==> src/rtl/alu_op_issue_if.sv <==
// Decode/issue bus: fetched instruction and regfile data in, registered ALU
// operands out, with a valid/ready handshake on each side.
interface alu_op_issue_if #(
  parameter int DATA_WIDTH     = 32,
  parameter int ALU_CTRL_WIDTH = 4,
  parameter int CNT_WIDTH      = 16
);
  logic [DATA_WIDTH-1:0]     InstrD;
  logic [DATA_WIDTH-1:0]     PCD;
  logic [DATA_WIDTH-1:0]     RD1D;
  logic [DATA_WIDTH-1:0]     RD2D;
  logic                      InValid;
  logic                      InReady;
  logic                      Flush;
  logic [DATA_WIDTH-1:0]     SrcAE;
  logic [DATA_WIDTH-1:0]     SrcBE;
  logic [ALU_CTRL_WIDTH-1:0] ALUControlE;
  logic [DATA_WIDTH-1:0]     PCE;
  logic                      IllegalE;
  logic                      OutValid;
  logic                      OutReady;
  logic [CNT_WIDTH-1:0]      IssueCount;

  // Upstream/downstream environment side.
  modport master (
    output InstrD, PCD, RD1D, RD2D, InValid, Flush, OutReady,
    input  InReady, SrcAE, SrcBE, ALUControlE, PCE, IllegalE, OutValid, IssueCount
  );

  // Issue stage side.
  modport slave (
    input  InstrD, PCD, RD1D, RD2D, InValid, Flush, OutReady,
    output InReady, SrcAE, SrcBE, ALUControlE, PCE, IllegalE, OutValid, IssueCount
  );
endinterface

==> src/rtl/alu_op_issue.sv <==
// RV32I decode/issue stage: decodes the ALU op, selects and extends operands,
// and holds them in a single-entry valid/ready register feeding execute.
module alu_op_issue #(
  parameter int DATA_WIDTH     = 32,
  parameter int ALU_CTRL_WIDTH = 4,
  parameter int CNT_WIDTH      = 16
) (
  input logic         clk,
  input logic         rst,
  alu_op_issue_if.slave bus
);

  localparam logic [6:0] OPC_OP     = 7'b0110011;
  localparam logic [6:0] OPC_OPIMM  = 7'b0010011;
  localparam logic [6:0] OPC_LUI    = 7'b0110111;
  localparam logic [6:0] OPC_AUIPC  = 7'b0010111;
  localparam logic [6:0] OPC_LOAD   = 7'b0000011;
  localparam logic [6:0] OPC_STORE  = 7'b0100011;
  localparam logic [6:0] OPC_BRANCH = 7'b1100011;

  localparam logic [ALU_CTRL_WIDTH-1:0] ALU_ADD    = ALU_CTRL_WIDTH'(0);
  localparam logic [ALU_CTRL_WIDTH-1:0] ALU_SUB    = ALU_CTRL_WIDTH'(1);
  localparam logic [ALU_CTRL_WIDTH-1:0] ALU_SLL    = ALU_CTRL_WIDTH'(2);
  localparam logic [ALU_CTRL_WIDTH-1:0] ALU_SLT    = ALU_CTRL_WIDTH'(3);
  localparam logic [ALU_CTRL_WIDTH-1:0] ALU_SLTU   = ALU_CTRL_WIDTH'(4);
  localparam logic [ALU_CTRL_WIDTH-1:0] ALU_XOR    = ALU_CTRL_WIDTH'(5);
  localparam logic [ALU_CTRL_WIDTH-1:0] ALU_SRL    = ALU_CTRL_WIDTH'(6);
  localparam logic [ALU_CTRL_WIDTH-1:0] ALU_SRA    = ALU_CTRL_WIDTH'(7);
  localparam logic [ALU_CTRL_WIDTH-1:0] ALU_OR     = ALU_CTRL_WIDTH'(8);
  localparam logic [ALU_CTRL_WIDTH-1:0] ALU_AND    = ALU_CTRL_WIDTH'(9);
  localparam logic [ALU_CTRL_WIDTH-1:0] ALU_LUIPC  = ALU_CTRL_WIDTH'(10);
  localparam logic [ALU_CTRL_WIDTH-1:0] ALU_LUI    = ALU_CTRL_WIDTH'(11);

  typedef struct packed {
    logic [ALU_CTRL_WIDTH-1:0] ctrl;
    logic [DATA_WIDTH-1:0]     src_a;
    logic [DATA_WIDTH-1:0]     src_b;
    logic                      ill;
  } dec_t;

  // Shared funct3 table for OP and OP-IMM; alt selects sub/sra.
  function automatic logic [ALU_CTRL_WIDTH-1:0] f3_code(input logic [2:0] f3, input logic alt);
    logic [ALU_CTRL_WIDTH-1:0] c;
    c = ALU_ADD;
    case (f3)
      3'b000: c = alt ? ALU_SUB : ALU_ADD;
      3'b001: c = ALU_SLL;
      3'b010: c = ALU_SLT;
      3'b011: c = ALU_SLTU;
      3'b100: c = ALU_XOR;
      3'b101: c = alt ? ALU_SRA : ALU_SRL;
      3'b110: c = ALU_OR;
      3'b111: c = ALU_AND;
      default: c = ALU_ADD;
    endcase
    return c;
  endfunction

  // Full decode of one instruction into ALU code, operands and illegal flag.
  function automatic dec_t decode(input logic [DATA_WIDTH-1:0] instr,
                                  input logic [DATA_WIDTH-1:0] rd1,
                                  input logic [DATA_WIDTH-1:0] rd2);
    dec_t              d;
    logic [6:0]        opc;
    logic [6:0]        f7;
    logic [2:0]        f3;
    logic signed [11:0] imm_i;
    logic signed [11:0] imm_s;
    opc   = instr[6:0];
    f3    = instr[14:12];
    f7    = instr[31:25];
    imm_i = signed'(instr[31:20]);
    imm_s = signed'({instr[31:25], instr[11:7]});
    d.ctrl  = ALU_ADD;
    d.src_a = rd1;
    d.src_b = rd2;
    d.ill   = 1'b0;
    case (opc)
      OPC_OP: d.ctrl = f3_code(f3, f7[5]);
      OPC_OPIMM: begin
        d.src_b = DATA_WIDTH'(imm_i);
        case (f3)
          3'b000: d.ctrl = ALU_ADD;
          3'b001: begin
            if (f7 == 7'b0000000) d.ctrl = ALU_SLL;
            else                  d.ill  = 1'b1;
          end
          3'b101: begin
            if (f7 == 7'b0000000)      d.ctrl = ALU_SRL;
            else if (f7 == 7'b0100000) d.ctrl = ALU_SRA;
            else                       d.ill  = 1'b1;
          end
          default: d.ctrl = f3_code(f3, 1'b0);
        endcase
      end
      OPC_LUI: begin
        d.ctrl  = ALU_LUI;
        d.src_a = '0;
        d.src_b = DATA_WIDTH'(instr[31:12]);
      end
      OPC_AUIPC: begin
        d.ctrl  = ALU_LUIPC;
        d.src_a = '0;
        d.src_b = DATA_WIDTH'(instr[31:12]);
      end
      OPC_LOAD:   d.src_b = DATA_WIDTH'(imm_i);
      OPC_STORE:  d.src_b = DATA_WIDTH'(imm_s);
      OPC_BRANCH: d.ctrl  = ALU_SUB;
      default: begin
        // Unknown opcodes still issue so execute can raise the trap.
        d.src_a = '0;
        d.src_b = '0;
        d.ill   = 1'b1;
      end
    endcase
    return d;
  endfunction

  // ---- stage p0: decode and handshake from the incoming instruction ----
  dec_t dec_p0;
  logic in_ready_p0;
  logic accept_p0;

  logic                      vld_p1;
  logic [DATA_WIDTH-1:0]     src_a_p1;
  logic [DATA_WIDTH-1:0]     src_b_p1;
  logic [DATA_WIDTH-1:0]     pc_p1;
  logic [ALU_CTRL_WIDTH-1:0] ctrl_p1;
  logic                      ill_p1;
  logic [CNT_WIDTH-1:0]      issue_cnt;
  logic                      consume_p1;

  assign dec_p0      = decode(bus.InstrD, bus.RD1D, bus.RD2D);
  assign in_ready_p0 = ~bus.Flush & (~vld_p1 | bus.OutReady);
  assign accept_p0   = bus.InValid & in_ready_p0;
  assign consume_p1  = vld_p1 & bus.OutReady;

  // ---- stage p1: registered issue slot toward execute ----
  // Load on accept, drop valid on flush or plain consume, hold data otherwise.
  always_ff @(posedge clk) begin
    if (rst) begin
      vld_p1    <= 1'b0;
      src_a_p1  <= '0;
      src_b_p1  <= '0;
      pc_p1     <= '0;
      ctrl_p1   <= ALU_ADD;
      ill_p1    <= 1'b0;
      issue_cnt <= '0;
    end else begin
      if (consume_p1) issue_cnt <= issue_cnt + CNT_WIDTH'(1);
      if (bus.Flush) begin
        vld_p1 <= 1'b0;
      end else if (accept_p0) begin
        vld_p1   <= 1'b1;
        src_a_p1 <= dec_p0.src_a;
        src_b_p1 <= dec_p0.src_b;
        pc_p1    <= bus.PCD;
        ctrl_p1  <= dec_p0.ctrl;
        ill_p1   <= dec_p0.ill;
      end else if (consume_p1) begin
        vld_p1 <= 1'b0;
      end
    end
  end

  assign bus.InReady     = in_ready_p0;
  assign bus.OutValid    = vld_p1;
  assign bus.SrcAE       = src_a_p1;
  assign bus.SrcBE       = src_b_p1;
  assign bus.PCE         = pc_p1;
  assign bus.ALUControlE = ctrl_p1;
  assign bus.IllegalE    = ill_p1;
  assign bus.IssueCount  = issue_cnt;

endmodule

==> src/flat_wrapper.sv <==
// flat-port wrapper written by rule: the top's interface ports become plain ports
module alu_op_issue_flat 
#(
  parameter int DATA_WIDTH     = 32,
  parameter int ALU_CTRL_WIDTH = 4,
  parameter int CNT_WIDTH      = 16
)
  (clk, rst, bus_InstrD, bus_PCD, bus_RD1D, bus_RD2D, bus_InValid, bus_Flush, bus_OutReady, bus_InReady, bus_SrcAE, bus_SrcBE, bus_ALUControlE, bus_PCE, bus_IllegalE, bus_OutValid, bus_IssueCount);
  alu_op_issue_if #(.DATA_WIDTH(DATA_WIDTH), .ALU_CTRL_WIDTH(ALU_CTRL_WIDTH), .CNT_WIDTH(CNT_WIDTH)) bus_i ();
  input logic clk;
  input logic rst;
  input wire logic [$bits(bus_i.InstrD)-1:0] bus_InstrD;
  input wire logic [$bits(bus_i.PCD)-1:0] bus_PCD;
  input wire logic [$bits(bus_i.RD1D)-1:0] bus_RD1D;
  input wire logic [$bits(bus_i.RD2D)-1:0] bus_RD2D;
  input wire logic [$bits(bus_i.InValid)-1:0] bus_InValid;
  input wire logic [$bits(bus_i.Flush)-1:0] bus_Flush;
  input wire logic [$bits(bus_i.OutReady)-1:0] bus_OutReady;
  output wire logic [$bits(bus_i.InReady)-1:0] bus_InReady;
  output wire logic [$bits(bus_i.SrcAE)-1:0] bus_SrcAE;
  output wire logic [$bits(bus_i.SrcBE)-1:0] bus_SrcBE;
  output wire logic [$bits(bus_i.ALUControlE)-1:0] bus_ALUControlE;
  output wire logic [$bits(bus_i.PCE)-1:0] bus_PCE;
  output wire logic [$bits(bus_i.IllegalE)-1:0] bus_IllegalE;
  output wire logic [$bits(bus_i.OutValid)-1:0] bus_OutValid;
  output wire logic [$bits(bus_i.IssueCount)-1:0] bus_IssueCount;
  assign bus_i.InstrD = bus_InstrD;
  assign bus_i.PCD = bus_PCD;
  assign bus_i.RD1D = bus_RD1D;
  assign bus_i.RD2D = bus_RD2D;
  assign bus_i.InValid = bus_InValid;
  assign bus_i.Flush = bus_Flush;
  assign bus_i.OutReady = bus_OutReady;
  assign bus_InReady = bus_i.InReady;
  assign bus_SrcAE = bus_i.SrcAE;
  assign bus_SrcBE = bus_i.SrcBE;
  assign bus_ALUControlE = bus_i.ALUControlE;
  assign bus_PCE = bus_i.PCE;
  assign bus_IllegalE = bus_i.IllegalE;
  assign bus_OutValid = bus_i.OutValid;
  assign bus_IssueCount = bus_i.IssueCount;
  alu_op_issue #(.DATA_WIDTH(DATA_WIDTH), .ALU_CTRL_WIDTH(ALU_CTRL_WIDTH), .CNT_WIDTH(CNT_WIDTH)) u_core (.clk(clk), .rst(rst), .bus(bus_i));
endmodule
==> config.mk <==
export PLATFORM = sky130hd
export DESIGN_NAME = alu_op_issue_flat
export DESIGN_NICKNAME = d
export VERILOG_FILES = /design/src/rtl/alu_op_issue_if.sv /design/src/rtl/alu_op_issue.sv /design/src/flat_wrapper.sv
export SDC_FILE = /design/constraint.sdc
export NUM_CORES = 1
export LEC_CHECK = 0
export BUFFER_PORTS_ARGS = -buffer_cell sky130_fd_sc_hd__buf_2
export CAP_MARGIN = 20
export CORE_UTILIZATION = 40
export DETAILED_ROUTE_END_ITERATION = 8
export GPL_TIMING_DRIVEN = 0
export PLACE_DENSITY_LB_ADDON = 0.12
export SLEW_MARGIN = 40
export SYNTH_ARGS = -nofsm -noshare
export SYNTH_HDL_FRONTEND = slang
export SYNTH_SLANG_ARGS = --single-unit
==> constraint.sdc <==
create_clock -name clk -period 2.1 [get_ports clk]
set_input_delay 0.105 -clock clk [delete_from_list [all_inputs] [get_ports clk]]
set_output_delay 0.105 -clock clk [all_outputs]
set_load 0.005 [all_outputs]
==> impl_summary.log <==
INFO  metric clock_tree.htree_level_count = 4
INFO  metric detail_route.first_pass.iterations = 5
INFO  metric grt_first_pass_wirelength = 26.3 mm
INFO  metric worst_ir_drop_vdd = 0.000396 V
INFO  metric hold_path.class = input port to flip-flop
INFO  metric cp_slowest_stage_delay = 0.53 ns
INFO  metric cts_post_setup_buffers_inserted = 0
INFO  metric detail_route.vias_per_cell = 5.16
INFO  metric syn_nets = 724
INFO  metric synth_cell_types = 48
INFO  metric rows = 40
INFO  metric grt_setup_unrepaired = no
INFO  metric worst_setup_path_end_kind = flip-flop
INFO  metric static-leakage-power = 3.53 nW
INFO  metric max-clock-path-buffers = 2
INFO  metric cpMostUsedCell = sky130_fd_sc_hd__buf_2
INFO  metric min_period_over_period = 91.2%
INFO  metric cts.reportedPaths.clkPinSlew = 0.05 ns
INFO  metric wirelength_met1 = 6.94 mm
INFO  metric clockRootBuffer = sky130_fd_sc_hd__clkbuf_16
INFO  metric vias = 5727
INFO  metric worst_setup_path_endpoint = u_core.bus.SrcAE[21]
INFO  metric synth_edf_count = 0
INFO  metric global_route.overflow_total = 0
INFO  metric async_set_reset_flop_share_out_of_synthesis = 0%
INFO  metric worstPathArrival = 2.26 ns
INFO  metric top_level_ports = 252
INFO  metric final.setup_skew = 0.00605 ns
INFO  metric synth_top_flop_cell = sky130_fd_sc_hd__dfxtp_1
INFO  metric synth_warnings = 0
INFO  metric finalSetupTns = 0 ns
INFO  metric fin_worst_hold_slack = 0.00767 ns
INFO  metric timing_max_transition_violations_final = 0
INFO  metric met3WireLength = 1.11 mm
INFO  metric max_clock_freq = 522 MHz
INFO  metric final.fill_count = 982
INFO  metric number_of_antenna_violations_at_the_first_check_in_global_routing = 0
INFO  metric portBuffers = 247
INFO  metric reg2reg_setup_slack = 0.26 ns
INFO  metric yosys_register_bits = 118
INFO  metric setup.worst_path.start = bus_Flush
INFO  metric worst-setup-path-type = input port to flip-flop
INFO  metric antenna_left = 0
INFO  metric grt_max_degree = 17
INFO  metric worst_slew_margin_rel = 60.3%
INFO  metric floorplan.initialDensity = 41.0%
INFO  metric synth-seq-area-share = 48.2%
INFO  metric timing.final.hold_violations = 0
INFO  metric fp.dieH = 113 um
INFO  metric antenna_cells = 0
INFO  metric fin_area = 0.00794 sq mm
INFO  metric reg2regPathDepth = 7
INFO  metric first_global_vias = 5481
INFO  metric top_signal_layer_used = met4
INFO  metric worstSkewPairLatency = 0.41 ns
INFO  metric fp.dieArea = 0.0127 sq mm
INFO  metric leading_cell_types_in_the_layout_fill_and_taps_excluded = sky130_fd_sc_hd__buf_2, sky130_fd_sc_hd__dfxtp_1, sky130_fd_sc_hd__nand2_1, sky130_fd_sc_hd__dlygate4sd3_1, sky130_fd_sc_hd__nor2_1
INFO  metric place.gp.congestion = 0.823
INFO  metric cts_buffers = 17
INFO  metric post_synth_inst_count = 585
INFO  metric clock-sinks = 118
INFO  metric synth_area_per_cell = 8.38 sq um
INFO  metric crit-reg2reg-capture = u_core.bus.SrcBE[7]
INFO  metric setup_viol = 0
INFO  metric synth.cell_area = 0.00490 sq mm
INFO  metric routed_wire_length_per_instance = 15.1 um
INFO  metric placement.setup.worst_slack = 0.200 ns
INFO  metric critical_path_startpoint_category = input port
INFO  metric required = 2.45 ns
INFO  metric grt.total_usage = 26.3%
INFO  metric transition_time_at_the_pin_with_the_least_slew_margin = 0.596 ns
INFO  metric width_of_the_die = 113 um
INFO  metric power.density = 741 mW/mm^2
INFO  metric path_max_fanout = 10
INFO  metric placeableCoreArea = 0.0120 sq mm
INFO  metric worst_slack = 0.184 ns
INFO  metric dr.first_iter.drc_count = 461
INFO  metric regToRegStartpoint = u_core.bus.OutValid
INFO  metric drt_drc_violations_left = 0
INFO  metric final_net_count = 1090
INFO  metric crit_path_cell_trace = dlygate4sd3_1 -> buf_2 -> nor2b_1 -> nand2_1 -> a211oi_2 -> buf_2 -> a22oi_1 -> nor2_1
INFO  metric run_status = completed
INFO  metric drive_gt1_share = 31.8%
INFO  metric hpwlAfterDp = 11.1 mm
INFO  metric critPathSlowestCell = sky130_fd_sc_hd__dlygate4sd3_1
INFO  metric placedInstanceArea = 0.00632 sq mm
INFO  metric most_common_cell_after_layout_fill_and_taps_aside = sky130_fd_sc_hd__buf_2
INFO  metric tritoncts = built
INFO  metric met2RoutedLength = 8.06 mm
INFO  metric flow.area_growth_from_synthesis = 62.0%
INFO  metric max-cap-violations = 0
INFO  metric finalWorstPathRequiredPeriod = 1.92 ns
INFO  metric routed_wl = 16.7 mm
INFO  metric total_power = 5.88 mW
-- worst max-delay path: cells and delay by family --
kind                   cells  cell delay (ns)
AO/OA/AOI/OAI              2             0.57
buffers and inverters      3             0.98
AND/OR/NAND/NOR            3             0.61
-- final cells by class --
| type | instances | area [sq um] | share of cell area (%) |
|---|---|---|---|
| Inverter | 12 | 45.0 | 0.567 |
| Multi-Input combinational cell | 411 | 2290 | 28.8 |
| Clock inverter | 8 | 120 | 1.51 |
| Buffer | 44 | 208 | 2.61 |
| Sequential cell | 118 | 2360 | 29.7 |
| Tap cell | 147 | 184 | 2.32 |
| Clock buffer | 23 | 498 | 6.27 |
| Timing Repair Buffer | 347 | 2240 | 28.2 |
-- cells by family after synthesis --
group	count (synthesis)	synth area share (%)
compound gates	176	23.1
xor+xnor	13	2.32
fa+ha+maj	6	1.53
buf+inv	56	5.13
flops	118	48.2
simple gates	216	19.7
-- state kept, by name, indices dropped and copies added, names as in the netlist --
name,flops
u_core.bus.ALUControlE,4
u_core.bus.SrcAE,32
u_core.bus.OutValid,1
u_core.bus.IllegalE,1
u_core.bus.IssueCount,16
u_core.bus.PCE,32
u_core.bus.SrcBE,32
-- report_power, final --
part	switching, mW	internal, mW
Clock	0.991	2.01
Sequential	0.0182	2.28
Combinational	0.281	0.306
Total	1.29	4.59
-- per-stage QoR --
stage / utilization [%] / std cells
floorplan: - / 585
global placement: 52.9 / 979
detailed placement: 52.9 / 979
CTS: 66.4 / 1110
global route: 66.4 / 1110
finish: 66.4 / 1110
-- how the worst min path moves through the flow --
stage / startpoint / to / depth (start not counted)
6_report: bus_InstrD[15] / u_core.bus.SrcBE[3] / 3
5_1_grt: bus_RD2D[10] / u_core.bus.SrcBE[10] / 3
4_1_cts: bus_InstrD[8] / u_core.bus.SrcBE[1] / 3
3_5_place_dp: bus_Flush / u_core.bus.OutValid / 2
3_3_place_gp: bus_Flush / u_core.bus.OutValid / 2
2_1_floorplan: bus_Flush / u_core.bus.OutValid / 1
-- Yosys cell counts, types with 2 or more instances --
cell	instances	area [sq um]
sky130_fd_sc_hd__dfxtp_1	118	2360
sky130_fd_sc_hd__nand2_1	101	379
sky130_fd_sc_hd__nor2_1	66	248
sky130_fd_sc_hd__a21oi_1	54	270
sky130_fd_sc_hd__a22oi_1	46	345
sky130_fd_sc_hd__o21ai_0	29	145
sky130_fd_sc_hd__clkbuf_1	23	86.3
sky130_fd_sc_hd__a221oi_1	14	123
sky130_fd_sc_hd__inv_1	12	45.0
sky130_fd_sc_hd__buf_2	11	55.1
sky130_fd_sc_hd__o21ai_1	11	55.1
sky130_fd_sc_hd__xnor2_1	8	70.1
sky130_fd_sc_hd__nand3_1	7	35.0
sky130_fd_sc_hd__or3_1	7	43.8
sky130_fd_sc_hd__ha_1	6	75.1
sky130_fd_sc_hd__nor3_1	6	30.0
sky130_fd_sc_hd__a32oi_1	5	43.8
sky130_fd_sc_hd__and3_1	5	31.3
sky130_fd_sc_hd__buf_4	5	37.5
sky130_fd_sc_hd__xor2_1	5	43.8
sky130_fd_sc_hd__nand4_1	4	25.0
sky130_fd_sc_hd__nor2b_1	4	25.0
sky130_fd_sc_hd__a211oi_2	3	37.5
sky130_fd_sc_hd__a31oi_1	3	18.8
sky130_fd_sc_hd__and2_1	3	18.8
sky130_fd_sc_hd__buf_1	3	11.3
sky130_fd_sc_hd__nand2b_1	2	12.5
sky130_fd_sc_hd__nor2_2	2	12.5
sky130_fd_sc_hd__o21a_1	2	15.0
sky130_fd_sc_hd__o22ai_1	2	12.5
-- what timing repair did --
item / CTS / global route
gates resized for setup: 0 / 2
endpoints found under the hold margin: 92 / 0
hold buffers: 100 / 0
setup endpoints to repair: 0 / 1
-- per-layer routing --
metal,vias up,track usage [%]
li1,2785,-
met5,-,0
met4,0,13.8
met3,51,6.48
met1,2635,31.2
met2,256,44.0
(Power assumes the default switching activity.)
